### src/rtl/acc_cpu_mc.sv
// Multi-cycle accumulator CPU: external sync-read imem, internal data RAM,
// valid/ready I/O ports, run/pause, halt state and debug taps.
module acc_cpu_mc #(
  parameter int DW    = 8,
  parameter int AW    = 12,
  parameter int DEPTH = 256,
  localparam int IW   = 4 + AW
) (
  input  logic          clk_i,
  input  logic          rst_ni,
  input  logic          run_i,
  output logic [AW-1:0] imem_addr_o,
  input  logic [IW-1:0] imem_data_i,
  input  logic [DW-1:0] in_data_i,
  input  logic          in_valid_i,
  output logic          in_ready_o,
  output logic [DW-1:0] out_data_o,
  output logic          out_valid_o,
  input  logic          out_ready_i,
  output logic [AW-1:0] pc_o,
  output logic [IW-1:0] ir_o,
  output logic [DW-1:0] acc_o,
  output logic [1:0]    flags_o,
  output logic [2:0]    state_o,
  output logic          halted_o
);

  localparam int DA = $clog2(DEPTH);

  typedef enum logic [2:0] {
    S_FETCH  = 3'd0,
    S_DECODE = 3'd1,
    S_EXEC   = 3'd2,
    S_MEM    = 3'd3,
    S_HALT   = 3'd4
  } state_t;

  typedef enum logic [3:0] {
    OP_NOP  = 4'h0, OP_LDI = 4'h1, OP_LD  = 4'h2, OP_ST  = 4'h3,
    OP_ADD  = 4'h4, OP_SUB = 4'h5, OP_AND = 4'h6, OP_OR  = 4'h7,
    OP_XOR  = 4'h8, OP_ADDI = 4'h9, OP_JMP = 4'hA, OP_JZ = 4'hB,
    OP_JC   = 4'hC, OP_IN  = 4'hD, OP_OUT = 4'hE, OP_HLT = 4'hF
  } op_t;

  state_t        state_q, state_d;
  logic [AW-1:0] pc_q, pc_d;
  logic [IW-1:0] ir_q, ir_d;
  logic [DW-1:0] acc_q, acc_d;
  logic          c_q, c_d;
  logic          z_q, z_d;

  logic [DW-1:0] mem [DEPTH];
  logic [DW-1:0] rdata_q;
  logic          we;

  op_t           op;
  logic [AW-1:0] operand;
  logic [DA-1:0] daddr;
  logic [DW-1:0] imm;
  logic [AW-1:0] pc_inc;
  logic [DW:0]   sum;
  logic [DW-1:0] res;

  assign op      = op_t'(ir_q[IW-1:AW]);
  assign operand = ir_q[AW-1:0];
  assign daddr   = operand[DA-1:0];
  assign pc_inc  = pc_q + AW'(1);

  if (AW >= DW) begin : g_imm_trunc
    assign imm = operand[DW-1:0];
  end else begin : g_imm_zext
    assign imm = {{(DW-AW){1'b0}}, operand};
  end

  // Architectural state register
  always_ff @(posedge clk_i or negedge rst_ni) begin
    if (!rst_ni) begin
      state_q <= S_FETCH;
      pc_q    <= '0;
      ir_q    <= '0;
      acc_q   <= '0;
      c_q     <= 1'b0;
      z_q     <= 1'b0;
    end else begin
      state_q <= state_d;
      pc_q    <= pc_d;
      ir_q    <= ir_d;
      acc_q   <= acc_d;
      c_q     <= c_d;
      z_q     <= z_d;
    end
  end

  // Data RAM: write in EXEC for ST, registered read feeds MEM
  always_ff @(posedge clk_i) begin
    if (we) mem[daddr] <= acc_q;
    rdata_q <= mem[daddr];
  end

  // Next-state and datapath sequencing
  always_comb begin
    state_d = state_q;
    pc_d    = pc_q;
    ir_d    = ir_q;
    acc_d   = acc_q;
    c_d     = c_q;
    z_d     = z_q;
    we      = 1'b0;
    sum     = '0;
    res     = '0;
    unique case (state_q)
      S_FETCH: begin
        if (run_i) state_d = S_DECODE;
      end
      S_DECODE: begin
        ir_d    = imem_data_i;
        state_d = S_EXEC;
      end
      S_EXEC: begin
        state_d = S_FETCH;
        pc_d    = pc_inc;
        unique case (op)
          OP_NOP: ;
          OP_LDI: begin
            acc_d = imm;
            z_d   = (imm == '0);
          end
          OP_LD, OP_ADD, OP_SUB, OP_AND, OP_OR, OP_XOR: begin
            state_d = S_MEM;
            pc_d    = pc_q;
          end
          OP_ST: we = 1'b1;
          OP_ADDI: begin
            sum   = {1'b0, acc_q} + {1'b0, imm};
            acc_d = sum[DW-1:0];
            c_d   = sum[DW];
            z_d   = (sum[DW-1:0] == '0);
          end
          OP_JMP: pc_d = operand;
          OP_JZ:  if (z_q) pc_d = operand;
          OP_JC:  if (c_q) pc_d = operand;
          OP_IN: begin
            if (in_valid_i) begin
              acc_d = in_data_i;
              z_d   = (in_data_i == '0);
            end else begin
              state_d = S_EXEC;
              pc_d    = pc_q;
            end
          end
          OP_OUT: begin
            if (!out_ready_i) begin
              state_d = S_EXEC;
              pc_d    = pc_q;
            end
          end
          OP_HLT: begin
            state_d = S_HALT;
            pc_d    = pc_q;
          end
        endcase
      end
      S_MEM: begin
        state_d = S_FETCH;
        pc_d    = pc_inc;
        unique case (op)
          OP_ADD: begin
            sum = {1'b0, acc_q} + {1'b0, rdata_q};
            res = sum[DW-1:0];
            c_d = sum[DW];
          end
          OP_SUB: begin
            res = acc_q - rdata_q;
            c_d = (acc_q < rdata_q);
          end
          OP_AND: begin
            res = acc_q & rdata_q;
            c_d = 1'b0;
          end
          OP_OR: begin
            res = acc_q | rdata_q;
            c_d = 1'b0;
          end
          OP_XOR: begin
            res = acc_q ^ rdata_q;
            c_d = 1'b0;
          end
          default: res = rdata_q;
        endcase
        acc_d = res;
        z_d   = (res == '0);
      end
      S_HALT: ;
      default: state_d = S_FETCH;
    endcase
  end

  assign imem_addr_o = pc_q;
  assign in_ready_o  = (state_q == S_EXEC) && (op == OP_IN);
  assign out_valid_o = (state_q == S_EXEC) && (op == OP_OUT);
  assign out_data_o  = out_valid_o ? acc_q : '0;
  assign pc_o        = pc_q;
  assign ir_o        = ir_q;
  assign acc_o       = acc_q;
  assign flags_o     = {c_q, z_q};
  assign state_o     = state_q;
  assign halted_o    = (state_q == S_HALT);

endmodule
### config.mk
export PLATFORM = sky130hd
export DESIGN_NAME = acc_cpu_mc
export DESIGN_NICKNAME = d
export VERILOG_FILES = /design/src/rtl/acc_cpu_mc.sv
export SDC_FILE = /design/constraint.sdc
export NUM_CORES = 2
export LEC_CHECK = 0
export CAP_MARGIN = 20
export CORE_MARGIN = 5
export CORE_UTILIZATION = 50
export CTS_BUF_LIST = sky130_fd_sc_hd__clkbuf_4
export DETAILED_ROUTE_END_ITERATION = 8
export GPL_TIMING_DRIVEN = 0
export MAX_ROUTING_LAYER = met4
export PLACE_DENSITY = 0.72
export SLEW_MARGIN = 40
export SYNTH_ARGS = -nofsm -noshare
export SYNTH_HDL_FRONTEND = slang
export SYNTH_SLANG_ARGS = --single-unit
### constraint.sdc
create_clock -name clk_i -period 7.2 [get_ports clk_i]
set_clock_uncertainty 0.1 [all_clocks]
set_input_delay 2.16 -clock clk_i [delete_from_list [all_inputs] [get_ports clk_i]]
set_output_delay 2.16 -clock clk_i [all_outputs]
set_load 0.05 [all_outputs]
==> flow_metrics.py <==
metrics = {
    "sta": {
        "fin_crit_sh_pct": 102,
        "final_hold_viol_count": 0,
        "fin_crit_ns": 7.34,
        "maxSlewViolCount": 0,
        "max_slew_margin_pct": 26.5,
        "timing.final.ws_setup_ns": -0.141,
        "max_freq_ghz": 0.136,
        "setup_viol": 21,
        "worst_pin_slew_ns": 1.09,
        "grt_setup_unrepaired": "no",
    },
    "clock_network": {
        "post_cts_resized": 0,
        "clk_path_buf_depth": 4,
        "ctsHoldBuffers": 0,
        "htree_levels": 6,
        "insertion_delay_ns": 1.43,
        "cts_num_sinks": 2097,
        "cts_tree": "yes",
        "post_cts_buffers": 0,
        "cts-root-buf": "clkbuf_4",
        "cts.clk_slew.worst_paths_ns": 0.06,
        "cts_made_buffers": 543,
    },
    "placement": {
        "portBuffers": 92,
        "place_congestion": 1.05,
        "dpl_cell_area_mm2": 0.0894,
        "dp_hpwl_um": 202000,
        "dp_slack_ns": 0.259,
    },
    "layout": {
        "area_growth_pct": 15.3,
        "fillerInstances": 12153,
        "final_common_cell": "edfxtp_1",
        "fin_util_pct": 58.0,
        "seqCellArea_mm2": 0.0627,
        "finish.instance_area_mm2": 0.0959,
        "mostFrequentLayoutCells": "2048 x edfxtp_1, 753 x clkbuf_4, 556 x mux4_2",
        "multi_input_area_mm2": 0.0197,
        "nets": 4855,
        "drive_gt1_share_pct": 36.5,
    },
    "route": {
        "wire_per_inst_um": 41.0,
        "top_layer_used": "met4",
        "via_count": 50682,
        "ant_nets": 0,
        "drc": 0,
        "met3_length_um": 50800,
        "avgViaCountPerCell": 6.94,
        "wl_met2_um": 127000,
        "totalWireLength_um": 299000,
        "drt_iter0_drc": 9582,
        "wirelength_met1_um": 97500,
        "firstDrtPassIters": 7,
    },
    "setup_path": {
        "cp-start-kind": "flop",
        "crit_path_end_kind": "flop",
        "cp_common_cell": "buf_2",
        "worstSetupPathType": "flop to flop",
        "path_cells": "buf_2 > buf_2 > buf_2 > buf_2 > buf_2 > nor2b_1 > nand2_1 > clkbuf_2 > buf_16 > nor2_1",
        "slowest_stage": "buf_2",
        "cp_max_fo": 11,
        "cpPeakStageDelay_ns": 0.74,
        "cp.arrival_ns": 8.20,
        "required_ns": 8.06,
    },
    "worst_hold_path": {
        "hold_class": "flop to flop",
    },
    "global_routing": {
        "grt_max_degree": 65,
        "antenna_found_initial": 19,
        "track_usage_pct": 35.2,
        "grt.overflow.total": 0,
        "grt_first_pass_wirelength_um": 401000,
        "grt_pass1_vias": 48748,
    },
    "yosys": {
        "synth.avg_cell_area_um2": 20.4,
        "ys_top_cells_by_area": "edfxtp_1 74%, mux4_2 15%, nor2_1 1.4%, dfrtp_1 1.2%, nand2_1 0.65%",
        "syn_inst": 4068,
        "synth.top_cell.area_share_pct": 73.9,
        "synthDistinctLibCells": 78,
        "syn_area_mm2": 0.0832,
        "synth-main-ff-cell": "edfxtp_1",
        "ys_seq_area_share_pct": 75.4,
        "ys_ff_latch": 2097,
        "synth_edf_count": 2048,
        "synth_area_leader_cell": "edfxtp_1",
        "synth_async_sr_flop_share_pct": 1.96,
        "synth_nets": 4133,
        "ys_warn_count": 0,
    },
    "power_and_ir_drop": {
        "powerDensity_mw_per_mm2": 457,
        "leakage_uw": 0.0307,
        "peakVddDrop_mv": 0.257,
        "fin_total_pwr_uw": 43800,
    },
    "run": {
        "max-cap-violations": 0,
    },
    "floorplanning": {
        "rows": 149,
        "top_level_ports": 93,
        "initial_core_util_pct": 50.4,
        "fp.dieW_um": 418,
        "core_area_mm2": 0.165,
        "die_area_mm2": 0.175,
        "die_h_um": 418,
    },
    "outcome": {
        "status": "finished, violations left",
        "violations": "negative setup slack",
    },
}
[synth_stat cells (4+ instances only)]
cell type / n
a22oi_1: 64
mux2_2: 14
o21ai_1: 4
a31oi_1: 15
mux4_2: 556
nand2_1: 143
a2111oi_0: 4
or4_1: 8
a22o_1: 32
or3_1: 6
nor4_1: 10
o211ai_1: 11
o22ai_1: 19
nor4b_1: 4
buf_6: 7
and3_1: 7
nor2_1: 314
mux2i_1: 40
a21oi_1: 73
o21bai_1: 5
buf_4: 48
dfrtp_1: 41
o221ai_1: 6
nor3_1: 29
a221oi_1: 26
edfxtp_1: 2048
clkbuf_1: 135
nand4_1: 9
xnor2_1: 4
buf_2: 44
o31ai_1: 5
buf_1: 23
nor2b_1: 18
o21ai_0: 60
ha_1: 33
dfxtp_1: 8
inv_1: 28
a311oi_1: 4
and2_1: 22
a211oi_1: 25
o32ai_1: 6
nand2b_1: 13
nand3_1: 46
[state kept, by name, summed over array words and instances (netlist names)]
register / flops
ir_o: 16
rdata_q: 8
mem: 2048
imem_addr_o: 12
acc_o: 8
state_o: 3
z_q: 1
c_q: 1
[cell type report]
class | instances | share of cell area [%]
clock buffers | 745 | 5.83
flip-flops and latches | 2097 | 65.4
multi-input cells | 1684 | 20.6
clock inverters | 103 | 0.724
diodes | 21 | 0.0548
well taps | 2189 | 2.86
inverters | 30 | 0.117
repair buffers | 177 | 2.96
plain buffers | 257 | 1.47
[kinds of logic after synthesis]
kind of cell	count (synthesis)	synth area share (%)
simple gates	643	3.41
flops	2097	75.4
mux	610	15.7
compound gates	390	3.23
xor+xnor	5	0.0527
buf+inv	287	1.64
fa+ha+maj	36	0.569
[per-layer routing]
| metal | vias up | global-route usage (%) |
|---|---|---|
| met1 | 25627 | 43.1 |
| li1 | 18678 | - |
| met4 | 0 | 23.1 |
| met2 | 5182 | 47.8 |
| met5 | - | - |
| met3 | 1195 | 15.3 |
[report_power, final]
group          switching, µW  total, µW  internal, µW
clock                   4830       9950          5120
combinational          12600      18200          5660
sequential               479      15600         15100
[critical path, delay by kind of cell, from the launching register on]
| family | cells | cell delay (ns) |
|---|---|---|
| buf+inv | 7 | 4.09 |
| simple gates | 3 | 1.96 |
| flops | 1 | 0.70 |
[path summary, 6_finish.rpt]
path                              start          end  slack (ns)  cells after the start
worst max-delay path            ir_o[1]  mem[150][3]       -0.14                     10
worst min-delay path            ir_o[8]      ir_o[8]        0.46                      1
worst max register to register  ir_o[1]  mem[150][3]       -0.14                     10
worst min register to register  ir_o[8]      ir_o[8]        0.46                      1
max in group asynchronous        rst_ni     acc_o[3]        5.87                      1
min in group asynchronous        rst_ni     ir_o[15]        0.67                      1
[stage by stage]
| step | hold WS (ns) | TNS (ns) | std cells |
|---|---|---|---|
| global route | 0.494 | 0 | 7294 |
| floorplan | 0.400 | 0 | 4068 |
| CTS | 0.457 | 0 | 7282 |
| detailed placement | 0.442 | 0 | 6434 |
| global placement | 0.431 | -1580.55 | 6349 |
| finish | 0.457 | -1.68 | 7303 |
(Power assumes the default switching activity.)
